### src/rtl/fetch_decode_stage.sv
// fetch_decode_stage: program counter, IF/ID pipeline register and
// combinational decode of register addresses and extended immediate.
// Optional feature macro: BRANCH_LINK_EN (BL writes the link register R14).
module fetch_decode_stage #(
    parameter logic [31:0] RESET_PC = 32'h0000_0000
) (
    input  logic        CLK,
    input  logic        RST,
    input  logic [31:0] InstrF,
    input  logic        StallD,
    input  logic        FlushD,
    input  logic        BranchTakenE,
    input  logic [31:0] BranchTargetE,
    output logic [31:0] PCF,
    output logic [31:0] InstrD,
    output logic [31:0] PCD,
    output logic        ValidD,
    output logic [3:0]  A1,
    output logic [3:0]  A2,
    output logic [3:0]  A3,
    output logic        RegWriteD,
    output logic [31:0] R15,
    output logic [31:0] ImmExtD
);

    logic [31:0] r_pcf;
    logic [31:0] r_pcd;
    logic [31:0] r_instr;
    logic        r_valid;

    logic [3:0]  w_a1;
    logic [3:0]  w_a2;
    logic [3:0]  w_a3;
    logic        w_rw;
    logic [31:0] w_imm;

    // Rotate right; the 64-bit concatenation avoids a shift-by-32 corner case.
    function automatic logic [31:0] ror32(input logic [31:0] v, input logic [4:0] sh);
        logic [63:0] w;
        w = {v, v} >> sh;
        return w[31:0];
    endfunction

    // Program counter: redirect beats stall; a flush alone still advances.
    always_ff @(posedge CLK or posedge RST) begin
        if (RST) begin
            r_pcf <= RESET_PC;
        end else if (BranchTakenE) begin
            r_pcf <= BranchTargetE;
        end else if (!StallD) begin
            r_pcf <= r_pcf + 32'd4;
        end
    end

    // IF/ID register: redirect or flush inserts a bubble, stall holds, else capture.
    always_ff @(posedge CLK or posedge RST) begin
        if (RST) begin
            r_pcd   <= RESET_PC;
            r_instr <= 32'd0;
            r_valid <= 1'b0;
        end else if (BranchTakenE || FlushD) begin
            r_instr <= 32'd0;
            r_valid <= 1'b0;
        end else if (!StallD) begin
            r_pcd   <= r_pcf;
            r_instr <= InstrF;
            r_valid <= 1'b1;
        end
    end

    // Decode by major opcode class; bubbles produce all-zero decode outputs.
    always_comb begin
        w_a1  = 4'd0;
        w_a2  = 4'd0;
        w_a3  = 4'd0;
        w_rw  = 1'b0;
        w_imm = 32'd0;
        if (r_valid) begin
            unique case (r_instr[27:26])
                2'b00: begin
                    w_a1  = r_instr[19:16];
                    w_a2  = r_instr[3:0];
                    w_a3  = r_instr[15:12];
                    // TST/TEQ/CMP/CMN (opcode 10xx) only set flags.
                    w_rw  = (r_instr[24:23] != 2'b10);
                    w_imm = ror32({24'd0, r_instr[7:0]}, {r_instr[11:8], 1'b0});
                end
                2'b01: begin
                    w_a1  = r_instr[19:16];
                    w_a2  = r_instr[15:12];
                    w_a3  = r_instr[15:12];
                    w_rw  = r_instr[20];
                    w_imm = {20'd0, r_instr[11:0]};
                end
                2'b10: begin
                    w_a1  = 4'd15;
                    w_a2  = 4'd0;
                    w_a3  = 4'd14;
`ifdef BRANCH_LINK_EN
                    w_rw  = r_instr[24];
`else
                    w_rw  = 1'b0;
`endif
                    w_imm = {{6{r_instr[23]}}, r_instr[23:0], 2'b00};
                end
                default: begin
                    w_a1  = 4'd0;
                    w_a2  = 4'd0;
                    w_a3  = 4'd0;
                    w_rw  = 1'b0;
                    w_imm = 32'd0;
                end
            endcase
        end
    end

    assign PCF       = r_pcf;
    assign PCD       = r_pcd;
    assign InstrD    = r_instr;
    assign ValidD    = r_valid;
    assign A1        = w_a1;
    assign A2        = w_a2;
    assign A3        = w_a3;
    assign RegWriteD = w_rw;
    assign ImmExtD   = w_imm;
    // R15 reads as the address of the decoding instruction plus 8.
    assign R15       = r_pcd + 32'd8;

endmodule

### config.mk
export PLATFORM = sky130hd
export DESIGN_NAME = fetch_decode_stage
export DESIGN_NICKNAME = d
export VERILOG_FILES = /design/src/rtl/fetch_decode_stage.sv
export SDC_FILE = /design/constraint.sdc
export NUM_CORES = 1
export LEC_CHECK = 0
export BUFFER_PORTS_ARGS = -buffer_cell sky130_fd_sc_hd__buf_4
export CORE_AREA = 8 8 119 121
export DETAILED_ROUTE_END_ITERATION = 7
export DIE_AREA = 0 0 127 129
export PLACE_DENSITY = 0.81
export SLEW_MARGIN = 20
export SYNTH_ARGS = -nofsm -noshare
export SYNTH_HDL_FRONTEND = slang
export SYNTH_SLANG_ARGS = --single-unit
### constraint.sdc
create_clock -name CLK -period 3.9 [get_ports CLK]
set_clock_uncertainty 0.05 [all_clocks]
set_input_delay 0.195 -clock CLK [delete_from_list [all_inputs] [get_ports CLK]]
set_output_delay 0.195 -clock CLK [all_outputs]
set_load 0.02 [all_outputs]
# After elaboration in Yosys (flattened, before gate mapping)
# Cells that the tools add are included.
[word_totals] register_bits=97 out_inout_bits=174 input_bits=69
[op_classes] n_reduce_logical=4 n_eq_ne=5 bitwise_logic=2 mux=16 shifts=1 addsub=2
[ops] operator="$mux W32" count=5
[ops] operator="$pmux W32 S3" count=1
[ops] operator="$shr A40 B5 Y32" count=1
[ops] operator="$add A32 B3 Y32 const B" count=1
[ops] operator="$add A32 B4 Y32 const B" count=1
[ops] operator="$pmux W4 S2" count=3
[ops] operator="$mux W4" count=3
[ops] operator="$ne A2 B1 Y1 const B" count=2
[ops] operator="$mux W1" count=3
[ops] operator="$eq A2 B1 Y1 const B" count=1
[ops] operator="$eq A2 B2 Y1 const B" count=1
[ops] operator="$logic_not A2 Y1" count=1
[ops] operator="$ne A2 B2 Y1 const B" count=1
[ops] operator="$not A1 Y1" count=2
[ops] operator="$pmux W1 S2" count=1
[ops] operator="$reduce_and A2 Y1" count=1
[ops] operator="$reduce_or A2 Y1" count=1
[ops] operator="$logic_or A1 B1 Y1" count=1

# Longest topological paths before layout
# Gate-level depths: netlist of the first run.
[depth] ltp_word=4 depth_mapped=7 mapped_depth_nobuf=5

# Worst setup path before layout of the first run
# No wires, ideal clock.
[synth_path] path_type="reg2out" from="register r_pcd[4], in the netlist PCD[4]" to="output R15[29]" arrival_ps=2044 stages_incl_launch_ff=7 required_time_ps=3655 slack_ps=1611 path_cell_list="dfrtp_1 ha_1 nand2_1 or4_4 buf_6 nor3b_2 xor2_1"
[synth_via] elab_chain_cells=1
[synth_rtl] element="start, declared" line_no="27" rtl="logic [31:0] r_pcd;"
[synth_rtl] element="start signal, assigned" line_no="65" rtl="r_pcd <= r_pcf;"
[synth_rtl] element="$add A32 B4 Y32" line_no="127" rtl="assign R15 = r_pcd + 32'd8;"
[synth_rtl] element="end, declared" line_no="22" rtl="output logic [31:0] R15,"
# No other way between the ends.

# Worst setup path after layout of the first run
[layout_path] from="register r_instr[27], in the netlist InstrD[27]" to="output ImmExtD[10]"
[layout_via] elab_chain_cells=3 word_cells_on_any_way=5 cone_classes="2 x eq/ne; 2 x mux; 1 x reduce/logical"
[layout_rtl] element="start, declared" line_no="28" rtl="logic [31:0] r_instr;"
[layout_rtl] element="start signal, assigned" line_no="66" rtl="r_instr <= InstrF;"
[layout_rtl] element="$eq A2 B2 Y1 (tied with other cells)" line_no="79" rtl="unique case (r_instr[27:26])"
[layout_rtl] element="$pmux W32 S3 (*)" line_no="79"
[layout_rtl] element="$mux W32 (*)" line_no="78" rtl="if (r_valid) begin"
[layout_rtl] element="end, declared" line_no="23" rtl="output logic [31:0] ImmExtD"
# Mark *: on every way between the ends. The rest lies on a longest branch, timed or not.

==> impl_metrics.ini, run 1 <==
[status]
result_of_the_run = finished, violations left
failed_checks = negative hold slack

[clocking]
cts_made_buffers = 9
postCtsSetupRepairBufs = 0
cts_htree_levels = 3
max-clock-path-buffers = 2
cts_tree = done
clock-root-buffer = clkbuf_16
insertion_delay_ns = 0.35
cts.sink_count = 97
cts_clk_pin_slew_worst_paths_ns = 0.07

[finish]
nFillCells = 1007
insertedDiodeCount = 0
finalNonFillerCells = 976
drive_above_1_share = 0.387
area.growth.synth_to_final_pct = 37.1
fin_nets = 892

[floorplanning]
core_area_sq_um = 12300
fp-row-count = 41
die_y_microns = 129
dieArea_sq_um = 16400
ports_placed_on_the_boundary = 243
floorplan.die.width_microns = 127
initial_core_util = 0.476

[placed_design]
port_buffer_count = 242
detailed_place_hpwl_microns = 16300
weighted_congestion_at_the_end_of_routability_driven_global_placement = 0.932
post-place-ws_ns = 1.46
place.detailed.instances = 955

[critical_path]
required_ns = 3.65
crit_chain = nor2b_1, buf_4, a22oi_1, a21boi_0, buf_4
timing.critical_path.slowest_stage_cell = dfrtp_1
critPathBufInv = 2
cp_max_fo = 23
critical-path-max-stage-delay_ns = 0.84
timing.critical_path.arrival_ns = 2.65
critical_path.endpoint_type = primary output
critical-path-top-cell-by-count = buf_4
start_kind = register
worst-setup-path-type = register to primary output
cell_family_with_the_largest_share_of_critical_path_delay = flip-flops

[timing]
period_share = 0.743
timing.final.max_slew_violations = 0
finalHoldViolCount = 16
slew_at_the_pin_closest_to_its_max_slew_limit_ns = 0.923
setup_ws_ns = 1.00
final_period_minus_worst_setup_slack_ns = 2.90
finalHoldWorstSlack_ns = -0.0178
timing.max_slew.rel_slack = 0.379
clock.fmax_ghz = 0.345
setup_total_negative_slack_ns = 0
rsz0062_at_grt = false
setup-violations-final = 0

[global_routing]
globalRouteTotalUtil = 0.259
grt_max_degree = 73
grt_first_pass_wirelength_microns = 33500
grt.overflow.total = 0
vias_in_the_first_global_route = 6065
grt_antenna_before_repair = 0

[logic_synthesis]
synth_flop_cell = dfrtp_1
async_reset_ff_frac = 1.00
syn_nets = 676
syn_avg_cell_area_sq_um = 9.70
synth_sequential_area_ratio = 0.414
post-synth-top-area-fraction = 0.414
synthTopCellsByArea = dfrtp_1 41%, mux2_2 6.9%, a22o_1 5.1%
syn_area_sq_um = 5870
synth.distinct_cells = 63
synth_enable_flop_cells = 0
mapped_cells = 605
ff_latch_count_synth = 97
netlist_top_cells_count = 97 x dfrtp_1, 49 x nor2_1, 48 x nand2_1, 36 x mux2_2, 34 x a22o_1
synthDominantAreaCellType = dfrtp_1
synth_most_common_cell = dfrtp_1
yosysWarningCount = 0

[drt]
detail_route.first_pass.iterations = 8
wire_per_inst_microns = 22.2
vias_per_cell = 6.05
drt_iter0_markers = 567
post-route-drc-count = 0
final_antenna_net_count = 0
vias = 5903
final_wirelength_microns = 21700

[run]
max-cap-violations = 0

[power]
design_power_total_mw = 3.20
vdd_ir_drop_max_mv = 0.309
leakage_nw = 3.61
power.density_cell_area_nw_per_um2 = 398

[min_path]
holdCritPathClass = primary input to async pin
where the power goes:
| group | switching (mW) | internal, mW | total (mW) |
|---|---|---|---|
| clock | 0.389 | 0.468 | 0.857 |
| sequential | 0.215 | 1.12 | 1.34 |
| combinational | 0.549 | 0.454 | 1.00 |
| total | 1.15 | 2.04 | 3.20 |
area by class of cell:
cell class | instances | area, sq um | area share
Tap cell | 150 | 188 | 0.0233
Clock buffer | 12 | 256 | 0.0319
Clock inverter | 4 | 27.5 | 0.00342
Timing Repair Buffer | 253 | 1910 | 0.238
Sequential cell | 97 | 2430 | 0.302
Inverter | 11 | 43.8 | 0.00545
Multi-Input combinational cell | 449 | 3180 | 0.396
path summary, 6_finish.rpt:
kind / from / to / slack (ns) / cells past startpoint
max: InstrD[27] / ImmExtD[10] / 1.00 / 5
min: RST / PCD[10] / -0.02 / 2
max reg2reg: PCF[4] / PCF[31] / 1.59 / 4
min reg2reg: InstrD[29] / InstrD[29] / 0.46 / 1
max in group asynchronous: RST / InstrD[12] / 2.91 / 3
min in group CLK: BranchTargetE[15] / PCF[15] / 0.01 / 3
metal layers:
layer | vias to the layer above | part of all wire | GRT usage
li1 | 2668 | - | -
met1 | 2857 | 0.40 | 0.313
met2 | 327 | 0.47 | 0.417
met3 | 51 | 0.093 | 0.0811
met4 | 0 | 0.031 | 0.115
met5 | - | 0 | 0
per-stage QoR:
step	area [sq um]	util	hold WS [ns]
detailed placement	7700	0.626	0.355
finish	8040	0.653	-0.0178
global route	8040	0.653	0.00360
global placement	7700	0.626	0.353
floorplan	5870	-	0.265
CTS	8040	0.653	0.00135
logic make-up after synthesis:
logic type      count (synthesis)  synth area share
compound gates                139             0.173
xor+xnor                       41            0.0612
fa+ha+maj                       2           0.00427
buf+inv                        59            0.0450
flops                          97             0.414
mux                            47            0.0879
simple gates                  220             0.215
flip-flops by register name, indices dropped and copies added, names as in the netlist:
name    cells
InstrD     32
PCD        32
PCF        32
ValidD      1
cells in the final DEF, fill, tap and decap left out, types with 12 or more instances in the layout:
master,instances
a21oi_1,12
a22o_1,34
buf_4,248
dfrtp_1,97
mux2_2,36
nand2_1,48
nand3_1,19
nand4_1,14
nor2_1,49
nor2b_1,13
o21ai_0,32
xnor2_1,13
xor2_1,28
what timing repair did:
action                                 4_1_cts  5_1_grt
endpoints found under the hold margin        5        0
hold buffers                                 5        0
resized for setup                            0        0
Power figures use the tool's default switching activity.
==> run 2: changes to the inputs <==
- CORE_AREA: 8 8 119 121 -> 8 8 125 127
- DIE_AREA: 0 0 127 129 -> 0 0 133 135
- PLACE_DENSITY: 0.81 -> 0.77
- clock period: 3.9 -> 2.4 ns (I/O delays scaled with it)
==> run 2 against run 1 <==
Compared with the run above:
- the flow now finishes without violations
- final area increased by 11%
- critical path depth is the same
- routed wire length up 1.9%
- setup slack got worse by 0.94 ns
- count of clock-buffer cells in the layout fell by 1
- non-clock buffer count increased by 78
- sequential cell count stayed put
- total power up 74%
- sequential power increased by 62%
- critical path type unchanged
==> impl_metrics.ini, run 2 (same netlist as run 1, synthesis figures left out) <==
[timing]
setup-violations-final = 0
setup_ws_ns = 0.0621
timing.max_slew.rel_slack = 0.526
final_period_minus_worst_setup_slack_ns = 2.34
slew_at_the_pin_closest_to_its_max_slew_limit_ns = 0.710
period_share = 0.974
timing.final.max_slew_violations = 0
clock.fmax_ghz = 0.428
finalHoldViolCount = 0

[placed_design]
place.detailed.instances = 1004
weighted_congestion_at_the_end_of_routability_driven_global_placement = 0.934
detailed_place_hpwl_microns = 16100
port_buffer_count = 242
post-place-ws_ns = 0.282

[power]
vdd_ir_drop_max_mv = 0.368
p_comb_frac = 0.319
power_frac_seq = 0.390
design_power_total_mw = 5.56
leakage_nw = 3.98
switchingPower_mw = 1.95
power.density_cell_area_nw_per_um2 = 624
share_clk_of_total_power = 0.291
power.share.switching = 0.351
internal_power_mw = 3.61

[finish]
insertedDiodeCount = 0
finalNonFillerCells = 1084
area.growth.synth_to_final_pct = 52.0
fin_nets = 970
most_frequent_cells_in_the_layout = 267 x buf_4, 85 x dfrtp_1, 62 x dlygate4sd3_1
most_common_cell_after_layout_fill_and_taps_aside = buf_4
drive_above_1_share = 0.392

[critical_path]
critPathBufInv = 1
reg2regPathDepth = 4
worst-setup-path-type = register to primary output
crit_chain = nand3_4, or4_4, nor3_2, xor2_1, buf_4
cp_max_fo = 9
timing.critical_path.slowest_stage_cell = or4_4
reg2reg_to = PCF[31]
critical_path.endpoint_type = primary output
cell_family_with_the_largest_share_of_critical_path_delay = simple AND/OR/NAND/NOR gates
reg2reg_setup_slack_ns = 0.38
required_ns = 2.23
start_kind = register
timing.critical_path.arrival_ns = 2.17
critical-path-max-stage-delay_ns = 0.66
r2r-start = PCF[9]

[run]
max-cap-violations = 0

[status]
result_of_the_run = finished, final reports clean

[floorplanning]
die_y_microns = 135
initial_core_util = 0.431
ports_placed_on_the_boundary = 243
core_area_sq_um = 13600
fp-row-count = 43
floorplan.die.width_microns = 133
dieArea_sq_um = 18000

[drt]
final_wirelength_microns = 22100
drt_iter0_markers = 566
vias_per_cell = 5.68
detail_route.first_pass.iterations = 5
post-route-drc-count = 0
final_antenna_net_count = 0
wire_per_inst_microns = 20.4
vias = 6162

[min_path]
worstHoldStart = BranchTargetE[17]
number_of_cells_on_the_worst_hold_path = 3
holdCritPathClass = primary input to register
holdPathEnd = PCF[17]

[clocking]
cts_clk_pin_slew_worst_paths_ns = 0.07
cts_made_buffers = 9
cts_tree = done
cts.sink_count = 97
max-clock-path-buffers = 2
insertion_delay_ns = 0.34
cts_htree_levels = 3
clock-root-buffer = clkbuf_16

[global_routing]
grt_max_degree = 44
globalRouteTotalUtil = 0.235
grt.overflow.total = 0
grt_first_pass_wirelength_microns = 34300
vias_in_the_first_global_route = 6247
grt_antenna_before_repair = 0
## run 2: worst max path at each step
stage | from | to | depth (start not counted)
2_1_floorplan | PCD[4] | R15[29] | 6
3_3_place_gp | PCD[4] | R15[31] | 6
3_5_place_dp | PCD[4] | R15[21] | 6
4_1_cts | PCD[9] | R15[21] | 5
5_1_grt | PCD[10] | R15[29] | 5
6_report | PCD[5] | R15[21] | 5
## run 2: routing by layer
layer / global-route usage / share of wire
met1: 0.270 / 0.38
met2: 0.401 / 0.50
met3: 0.0736 / 0.097
met4: 0.0934 / 0.025
met5: 0 / 0
## run 2: repair_timing
action | in CTS | in global routing
buffers inserted | 2 | 0
hold endpoints to repair | 88 | 0
pin swaps | 0 | 1
resized for setup | 3 | 13
endpoints found under the setup margin | 7 | 28
hold buffers | 62 | 0
## run 2: power by group through the flow
stage / logic [mW] / registers (mW) / clock network [mW]
floorplan: 0.689 / 2.32 / 0
global placement: 1.65 / 2.17 / 0
detailed placement: 1.67 / 2.19 / 0
CTS: 1.78 / 2.15 / 1.64
global route: 1.88 / 2.20 / 1.70
finish: 1.77 / 2.17 / 1.62
## run 2: metrics by stage
step / utilization / hold slack, ns / cell area (sq um) / TNS [ns]
finish: 0.655 / 0.0154 / 8910 / 0
global placement: 0.581 / 0.216 / 7910 / 0
floorplan: - / 0.190 / 5870 / 0
detailed placement: 0.581 / 0.217 / 7910 / 0
CTS: 0.653 / 0.00438 / 8890 / 0
global route: 0.655 / 0.0127 / 8910 / -0.0204
## run 2: cell type report
type | instances | area [sq um]
Clock buffer | 11 | 243
Fill cell | 1083 | 4700
Inverter | 11 | 45.0
Sequential cell | 97 | 2440
Tap cell | 180 | 225
Timing Repair Buffer | 331 | 2670
Multi-Input combinational cell | 449 | 3210
Clock inverter | 5 | 85.1
## run 2: tightest hold or removal path, delay by kind of cell
| family | cells | cell delay [ns] |
|---|---|---|
| buffers and inverters | 1 | 0.11 |
| and+or+nand+nor | 1 | 0.09 |
| AOI/OAI and AO/OA | 1 | 0.05 |
